File: config.mk
export PLATFORM = sky130hd
export DESIGN_NAME = spi_master_ctrl
export DESIGN_NICKNAME = d
export VERILOG_FILES = /design/src/rtl/spi_master_ctrl.sv
export SDC_FILE = /design/constraint.sdc
export NUM_CORES = 1
export LEC_CHECK = 0
export CELL_PAD_IN_SITES_DETAIL_PLACEMENT = 0
export CELL_PAD_IN_SITES_GLOBAL_PLACEMENT = 1
export CORE_ASPECT_RATIO = 1.1
export CORE_MARGIN = 1.5
export CORE_UTILIZATION = 43
export DETAILED_ROUTE_END_ITERATION = 10
export PLACE_DENSITY = 0.78
export SETUP_SLACK_MARGIN = 0.05
export SYNTH_ARGS = -nofsm -noshare
export SYNTH_HDL_FRONTEND = slang
export SYNTH_SLANG_ARGS = --single-unit
File: constraint.sdc
create_clock -name clk -period 2.57 [get_ports clk]
set_input_delay 0.257 -clock clk [delete_from_list [all_inputs] [get_ports clk]]
set_output_delay 0.257 -clock clk [all_outputs]
set_load 0.01 [all_outputs]
File: src/rtl/spi_master_ctrl.sv
`timescale 1ns/1ps
// spi_master_ctrl: SPI master with an internal SCLK divider, all four CPOL/CPHA
// modes, MSB/LSB-first order, multi-lane data, decoded active-low selects and
// multi-word bursts with the select held low between words.
//
// Handshake: a word is transferred on a rising clk edge where tx_valid and
// tx_ready are both high; tx_data/tx_last must be stable while tx_valid is
// high. rx_valid is a one-cycle pulse with no backpressure.
module spi_master_ctrl #(
  parameter int WORD_WIDTH = 8,
  parameter int LANES      = 1,
  parameter int SS_WIDTH   = 4,
  parameter int DIV_WIDTH  = 8,
  localparam int SEL_W     = $clog2((SS_WIDTH > 2) ? SS_WIDTH : 2)
) (
  input  logic                  clk,
  input  logic                  rst_n,
  input  logic                  cfg_cpol,
  input  logic                  cfg_cpha,
  input  logic                  cfg_lsb_first,
  input  logic [DIV_WIDTH-1:0]  cfg_div,
  input  logic [SEL_W-1:0]      cfg_ss_sel,
  input  logic                  abort,
  input  logic                  tx_valid,
  input  logic [WORD_WIDTH-1:0] tx_data,
  input  logic                  tx_last,
  output logic                  tx_ready,
  output logic                  rx_valid,
  output logic [WORD_WIDTH-1:0] rx_data,
  output logic                  busy,
  output logic                  sclk,
  output logic [LANES-1:0]      sd_out,
  input  logic [LANES-1:0]      sd_in,
  output logic [SS_WIDTH-1:0]   ss_n,
  output logic [2:0]            dbg_state_o
);

  localparam int N  = WORD_WIDTH / LANES;
  localparam int EW = $clog2(2 * N);
  localparam logic [EW-1:0] LAST_EDGE = EW'(2 * N - 1);

  typedef enum logic [2:0] {
    S_IDLE  = 3'd0,
    S_LEAD  = 3'd1,
    S_SHIFT = 3'd2,
    S_WAIT  = 3'd3,
    S_TRAIL = 3'd4,
    S_GAP   = 3'd5
  } state_t;

  state_t                state_q;
  logic [DIV_WIDTH-1:0]  div_cnt_q;
  logic [EW-1:0]         edge_cnt_q;
  logic [WORD_WIDTH-1:0] tx_sh_q;
  logic [WORD_WIDTH-1:0] rx_sh_q;
  logic [WORD_WIDTH-1:0] rx_data_q;
  logic                  rx_valid_q;
  logic                  sclk_q;
  logic [SS_WIDTH-1:0]   ss_n_q;
  logic [LANES-1:0]      sd_out_q;
  logic                  last_q;
  logic                  cpol_q;
  logic                  cpha_q;
  logic                  lsb_q;
  logic [DIV_WIDTH-1:0]  div_q;

  // Lane chunk presented on sd_out for a given shift-register value.
  function automatic logic [LANES-1:0] chunk(input logic [WORD_WIDTH-1:0] v, input logic lsb);
    chunk = lsb ? v[LANES-1:0] : v[WORD_WIDTH-1 -: LANES];
  endfunction

  // Advance the tx shift register by one chunk in the selected order.
  function automatic logic [WORD_WIDTH-1:0] shift_w(input logic [WORD_WIDTH-1:0] v, input logic lsb);
    shift_w = lsb ? (v >> LANES) : (v << LANES);
  endfunction

  // One-hot-low select; an out-of-range index leaves every line high.
  function automatic logic [SS_WIDTH-1:0] ss_decode(input logic [SEL_W-1:0] sel);
    ss_decode = '1;
    for (int i = 0; i < SS_WIDTH; i++) begin
      if (sel == SEL_W'(i)) ss_decode[i] = 1'b0;
    end
  endfunction

  logic                  hp_done;
  logic                  lead_edge;
  logic                  last_edge;
  logic                  eff_cpha;
  logic                  eff_lsb;
  logic                  sample_now;
  logic                  drive_now;
  logic [WORD_WIDTH-1:0] rx_next;

  // Edge classification and receive shift; IDLE accepts use the live cfg.
  assign hp_done    = (div_cnt_q == div_q);
  assign lead_edge  = ~edge_cnt_q[0];
  assign last_edge  = (edge_cnt_q == LAST_EDGE);
  assign eff_cpha   = (state_q == S_IDLE) ? cfg_cpha : cpha_q;
  assign eff_lsb    = (state_q == S_IDLE) ? cfg_lsb_first : lsb_q;
  assign sample_now = cpha_q ? ~lead_edge : lead_edge;
  assign drive_now  = cpha_q ? lead_edge : (~lead_edge & ~last_edge);
  assign rx_next    = lsb_q ? ((rx_sh_q >> LANES) | (WORD_WIDTH'(sd_in) << (WORD_WIDTH - LANES)))
                            : ((rx_sh_q << LANES) | WORD_WIDTH'(sd_in));

  // Transfer FSM with divider, edge counter and all registered pin outputs.
  always_ff @(posedge clk or negedge rst_n) begin
    if (!rst_n) begin
      state_q    <= S_IDLE;
      div_cnt_q  <= '0;
      edge_cnt_q <= '0;
      tx_sh_q    <= '0;
      rx_sh_q    <= '0;
      rx_data_q  <= '0;
      rx_valid_q <= 1'b0;
      sclk_q     <= 1'b0;
      ss_n_q     <= '1;
      sd_out_q   <= '0;
      last_q     <= 1'b0;
      cpol_q     <= 1'b0;
      cpha_q     <= 1'b0;
      lsb_q      <= 1'b0;
      div_q      <= '0;
    end else begin
      rx_valid_q <= 1'b0;
      case (state_q)
        S_IDLE, S_WAIT: begin
          div_cnt_q <= '0;
          if (state_q == S_IDLE) sclk_q <= cfg_cpol;
          // A word on offer wins over abort in WAIT so an accepted word is never lost.
          if (tx_valid) begin
            if (state_q == S_IDLE) begin
              cpol_q <= cfg_cpol;
              cpha_q <= cfg_cpha;
              lsb_q  <= cfg_lsb_first;
              div_q  <= cfg_div;
              ss_n_q <= ss_decode(cfg_ss_sel);
            end
            last_q     <= tx_last;
            edge_cnt_q <= '0;
            if (!eff_cpha) begin
              sd_out_q <= chunk(tx_data, eff_lsb);
              tx_sh_q  <= shift_w(tx_data, eff_lsb);
            end else begin
              tx_sh_q  <= tx_data;
            end
            state_q <= S_LEAD;
          end else if ((state_q == S_WAIT) && abort) begin
            ss_n_q  <= '1;
            state_q <= S_GAP;
          end
        end
        S_LEAD, S_SHIFT, S_TRAIL: begin
          if (abort) begin
            ss_n_q    <= '1;
            sclk_q    <= cpol_q;
            div_cnt_q <= '0;
            state_q   <= S_GAP;
          end else if (!hp_done) begin
            div_cnt_q <= div_cnt_q + DIV_WIDTH'(1);
          end else begin
            div_cnt_q <= '0;
            if (state_q == S_LEAD) begin
              state_q <= S_SHIFT;
            end else if (state_q == S_TRAIL) begin
              ss_n_q  <= '1;
              state_q <= S_GAP;
            end else begin
              sclk_q     <= ~sclk_q;
              edge_cnt_q <= edge_cnt_q + EW'(1);
              if (sample_now) rx_sh_q <= rx_next;
              if (drive_now) begin
                sd_out_q <= chunk(tx_sh_q, lsb_q);
                tx_sh_q  <= shift_w(tx_sh_q, lsb_q);
              end
              if (last_edge) begin
                rx_data_q  <= sample_now ? rx_next : rx_sh_q;
                rx_valid_q <= 1'b1;
                edge_cnt_q <= '0;
                state_q    <= last_q ? S_TRAIL : S_WAIT;
              end
            end
          end
        end
        S_GAP: begin
          if (hp_done) begin
            div_cnt_q <= '0;
            state_q   <= S_IDLE;
          end else begin
            div_cnt_q <= div_cnt_q + DIV_WIDTH'(1);
          end
        end
        default: begin
          state_q <= S_IDLE;
        end
      endcase
    end
  end

  assign tx_ready    = (state_q == S_IDLE) || (state_q == S_WAIT);
  assign busy        = (state_q != S_IDLE);
  assign rx_valid    = rx_valid_q;
  assign rx_data     = rx_data_q;
  assign sclk        = sclk_q;
  assign sd_out      = sd_out_q;
  assign ss_n        = ss_n_q;
  assign dbg_state_o = state_q;

endmodule

Word-level counts from Yosys, hierarchy flattened
Cells that the tools add are included.
{ "op_classes": {"mux": 70, "n_reduce_logical": 19, "bitwise": 9, "n_addsub": 2, "n_eq_ne": 26} }
{ "ops": {"columns": ["operator", "n"], "rows": [
  ["2-to-1 mux 8 bit", 13],
  ["2-to-1 mux 4 bit", 13],
  ["2-to-1 mux 1 bit", 28],
  ["2-to-1 mux 3 bit", 9],
  ["case mux 8 bit (3 select lines)", 1],
  ["!= test 2 bit (second input constant)", 9],
  ["!= test 3 bit (second input constant)", 6],
  ["AND reduction 6 bit", 3],
  ["case mux 4 bit (2 select lines)", 2],
  ["case mux 8 bit (2 select lines)", 1],
  ["AND reduction 5 bit", 2],
  ["case mux 3 bit (3 select lines)", 1],
  ["adder 8 x 1 -> 8 bit (second input constant)", 1],
  ["equality test 8 bit", 1],
  ["OR 7 x 8 -> 8 bit", 1],
  ["OR 8 x 1 -> 8 bit", 1],
  ["AND reduction 8 bit", 1],
  ["AND reduction 7 bit", 1],
  ["equality test 3 x 2 -> 1 bit (second input constant)", 2],
  ["equality test 3 bit (second input constant)", 2],
  ["NOT 1 bit", 6],
  ["nonzero test 3 bit", 2],
  ["!= test 5 bit (second input constant)", 1],
  ["adder 4 x 1 -> 4 bit (second input constant)", 1],
  ["other kinds (16)", 18]
]} }
{ "totals": {"output_inout_bits": 20, "register_bits": 58, "input_bits": 27} }

Longest topological paths before layout
{ "logic_depth": {"ltp_word": 10, "mapped_depth": 8, "depth_no_buf": 6} }

Least setup slack after synthesis
Ideal clock, no wire load.
{ "synth_path": {"path_kind": "reg-to-reg", "from": "register state_q[1] (netlist: dbg_state_o[1])", "to": "register tx_sh_q[2]", "period_less_slack_ns": 2.213, "stages_incl_launch_ff": 7, "required_ns": 2.445, "setup_slack_ns": 0.357, "t_arrival_ns": 2.088, "setup_time_ns": 0.125, "path_cell_list": "dfrtp_1 -> buf_2 -> nor3_2 -> mux2i_2 -> mux2i_1 -> a222oi_1 -> mux2_2"} }
{ "synth_between": {"elab_chain_len": 6, "word_cells_on_any_way": 21, "cone_classes": "eq/ne (10); mux (6); reduce/logical (5)"} }
{ "synth_rtl": {"columns": ["element", "line", "rtl"], "rows": [
  ["from (decl)", "51", "state_t state_q;"],
  ["from (signal assigned)", "179", "state_q <= last_q ? S_TRAIL : S_WAIT;"],
  ["zero test 3 bit", "98, 99, 125", null],
  ["2-to-1 mux 1 bit", null, null],
  ["2-to-1 mux 8 bit", "74", "shift_w = lsb ? (v >> LANES) : (v << LANES);"],
  ["2-to-1 mux 8 bit", "140", "if (!eff_cpha) begin"],
  ["2-to-1 mux 8 bit", "130", "if (tx_valid) begin"],
  ["case mux 8 bit (2 select lines)", "125", "case (state_q)"],
  ["to (signal assigned)", "142", "tx_sh_q <= shift_w(tx_data, eff_lsb);"],
  ["to (signal assigned)", "144", "tx_sh_q <= tx_data;"],
  ["to (signal assigned)", "173", "tx_sh_q <= shift_w(tx_sh_q, lsb_q);"],
  ["to (decl)", "54", "logic [WORD_WIDTH-1:0] tx_sh_q;"]
]} }
Parallel ways exist; a longest one is shown, timed or not. The select of a mux whose other input is x is not followed.
A chain may end at the register's enable or synchronous reset.

Final worst setup path
{ "layout_path": {"from": "register state_q[0] (netlist: dbg_state_o[0])", "to": "output port busy"} }
{ "layout_between": {"elab_chain_len": 1} }
{ "layout_rtl": {"columns": ["element", "line", "rtl"], "rows": [
  ["nonzero test 3 bit", "200", "assign busy = (state_q != S_IDLE);"],
  ["to (decl)", "30", "output logic busy,"]
]} }
No other way between the ends.

==> impl_metrics.toml <==
[synth]
synth.distinct_cells = 57
synth-simple-area-share_pct = 14.0
synth_adder_area_share_pct = 1.30
syn-mean-instance-area_sq_um = 10.4
yosysWarnings = 0
yosys.area_share.xor_xnor_pct = 2.79
yosys-top-cells-area = "dfrtp_1 (39%), mux2_2 (15%), mux2i_1 (6.1%), o21ai_0 (3.2%), dfstp_2 (3.0%)"
synth_compound_area_share_pct = 14.5
synth-edff-count = 0
synth_top_family_by_area = "multiplexers"
synth.top_cell.area_share_pct = 39.1
synth_nets = 362
async_reset_ff_share_pct = 100
ys_seq_area_share_pct = 42.1
synthMuxAreaShare_pct = 21.1
synthCells = 333
ys_ff_latch = 58
synthesis.area_sq_mm = 0.00346
synth_ff_type = "dfrtp_1"
yosysTopAreaCell = "dfrtp_1"

[setup_path]
cp_cell_sequence = "buf_4, nor3_2, buf_4, inv_1, clkdlybuf4s50_1"
cpMaxStageDelayCell = "dfrtp_1"
rr_endpoint = "tx_sh_q[5]"
crit_buf_inv = 4
cpMostUsedCell = "buf_4"
endpoint_kind = "primary output"
path_class = "flip-flop to primary output"
worst_setup_path_start_kind = "flip-flop"
required_ps = 2310
ff2ff_path_depth = 7
critPathArrivalTime_ps = 2060
reg2reg_slack_ps = 280
r2r_start = "dbg_state_o[0]"
max_stage_delay_ps = 510
cpLargestDelayFamily = "buffers and inverters"
cp_max_fo = 12

[timing]
finalSetupViolCount = 0
fin_crit_ps = 2320
drv_slew = 0
rsz0062_at_grt = "no"
finalHoldViolCount = 0
slew_headroom_pct = 38.8
setup_tns_ps = 0
fin_worst_skew_ps = 10.1
worst_pin_slew_ps = 918
fmax_ghz = 0.431
finalCritPeriodShare_pct = 90.2

[placement]
place_congestion = 0.847
dpl.cell_count = 490
port_buffers = 46
dpl_cell_area_sq_mm = 0.00412
dp_hpwl_um = 5830

[routing]
drc_errors = 0
drtAntennaViolNets = 0
drtIter0Drc = 164
wl_per_cell_um = 15.6
vias = 2798
viasPerCell = 5.53
routed_wl_um = 7910
dr.pass1.iters = 4

[power]
total_power_w = 0.00452
power_per_cell_area_mw_per_mm2 = 1050
p_leak_nw = 1.85
ir_drop_mv = 0.492

[global_routing]
grt_pass1_wl_um = 13800
antenna_found_initial = 0
grt_use_total_pct = 20.8
first_global_vias = 2798
grt_max_degree = 42
grt_overflow_total = 0

[clock_tree]
cts_hold_buf = 0
clk_latency_ps = 340
postCtsSetupBuffers = 0
cts.sinks = 58
ctsResizeCount = 0
cts_tree = "built"
cts_buffer_depth = 2
numCtsBuffers = 9
clk_pin_slew_worst_paths_ps = 70
h-tree-depth = 3
cts_root_buffer = "clkbuf_8"

[cells_and_area]
antennaDiodeCount = 0
nNetsFinal = 422
instances_no_fill = 506
final_cell_area_sq_mm = 0.00430
fill_cells = 700
area_growth_pct = 24.5
layout-drive-gt1-share_pct = 24.9
layout.core_utilization_pct = 54.7

[floorplan]
initial_utilization_pct = 43.9
core_sq_mm = 0.00787
chipWidth_um = 88.5
row_count = 34
die-area_sq_mm = 0.00859
die_h_um = 97.0
boundaryPins = 47

[hold_path]
hp-class = "input pin to asynchronous set/reset pin"

[flow_run]
maxCapViolations = 0

[outcome]
outcome = "complete, no violations"
[routing by layer]
layer / part of all wire, % / global-route usage (%) / wire length [um] / up-vias
li1: - / - / - / 1362
met1: 47 / 29.2 / 3730 / 1348
met2: 47 / 31.7 / 3730 / 77
met3: 3.9 / 3.58 / 312 / 11
met4: 1.7 / 8.53 / 138 / 0
met5: 0 / 0 / 0 / -
[placed cells by master, fill, tap and decap left out, types with 6 or more instances in the layout]
cell,instances
mux2i_1,21
buf_4,22
clkbuf_8,10
a31oi_1,9
o21ai_0,22
mux2_2,45
nor2_1,6
nand2_1,28
inv_1,13
dfrtp_1,54
nor3_1,7
xor2_1,9
a21oi_1,11
a222oi_1,6
clkdlybuf4s50_1,45
nand3_1,12
[cells by family (layout without fill, tap and decap cells)]
| family | Yosys count | count (layout) |
|---|---|---|
| AOI/OAI and AO/OA | 73 | 73 |
| xor gates and xnor gates | 11 | 11 |
| adders and majority gates | 4 | 4 |
| buffers and inverters | 33 | 98 |
| DFF | 58 | 58 |
| muxes | 67 | 67 |
| and+or+nand+nor | 87 | 87 |
[how the worst max path moves through the flow]
stage | from | end | slack (ps) | cells after the start
2_1_floorplan | dbg_state_o[1] | tx_sh_q[2] | 360 | 6
3_3_place_gp | abort | tx_sh_q[3] | 190 | 6
3_5_place_dp | abort | tx_sh_q[0] | 160 | 6
4_1_cts | dbg_state_o[0] | busy | 230 | 5
5_1_grt | dbg_state_o[1] | tx_sh_q[6] | 140 | 5
6_report | dbg_state_o[0] | busy | 250 | 5
[final cells by class]
class	instances	area (sq um)	share of cell area (%)
Sequential cell	58	1460	33.8
Multi-Input combinational cell	242	1860	43.2
Inverter	14	52.6	1.22
Tap cell	108	135	3.14
Clock buffer	10	138	3.20
Timing Repair Buffer	68	621	14.4
Clock inverter	6	41.3	0.960
[cells in the mapped netlist (4+ instances only)]
cell      instances
dfrtp_1          54
o21ai_0          22
clkbuf_1          8
nand4b_1          4
and2_1            4
a21oi_1          11
and3_1            4
xor2_1            9
nor2_1            6
a31oi_1           9
buf_2             8
a222oi_1          6
mux2i_1          21
nor3_1            7
mux2_2           45
nand2_1          28
dfstp_2           4
nand3_1          12
inv_1            13
[sequential cells by signal (all words and copies together) (netlist names)]
register and count:
edge_cnt_q 4, rx_data 8, sd_out 1, div_cnt_q 8, cpha_q 1, last_q 1
dbg_state_o 3, ss_n 4, lsb_q 1, rx_sh_q 8, div_q 8, cpol_q 1
rx_valid 1, tx_sh_q 8, sclk 1
[through the flow]
step / hold slack (ps) / setup WS [ps]
after global routing: 119 / 135
after CTS: 78.3 / 225
after global placement: 447 / 187
final: 58.9 / 252
after floorplan: -38.6 / 357
after detailed placement: 448 / 160
[report_power, final]
group	internal, W	switching [W]	leakage [nW]
clock	0.000375	0.000390	0.0847
combinational	0.00112	0.00114	1.03
sequential	0.00120	0.000290	0.737
Note: power is estimated with default switching activity, not from simulation.
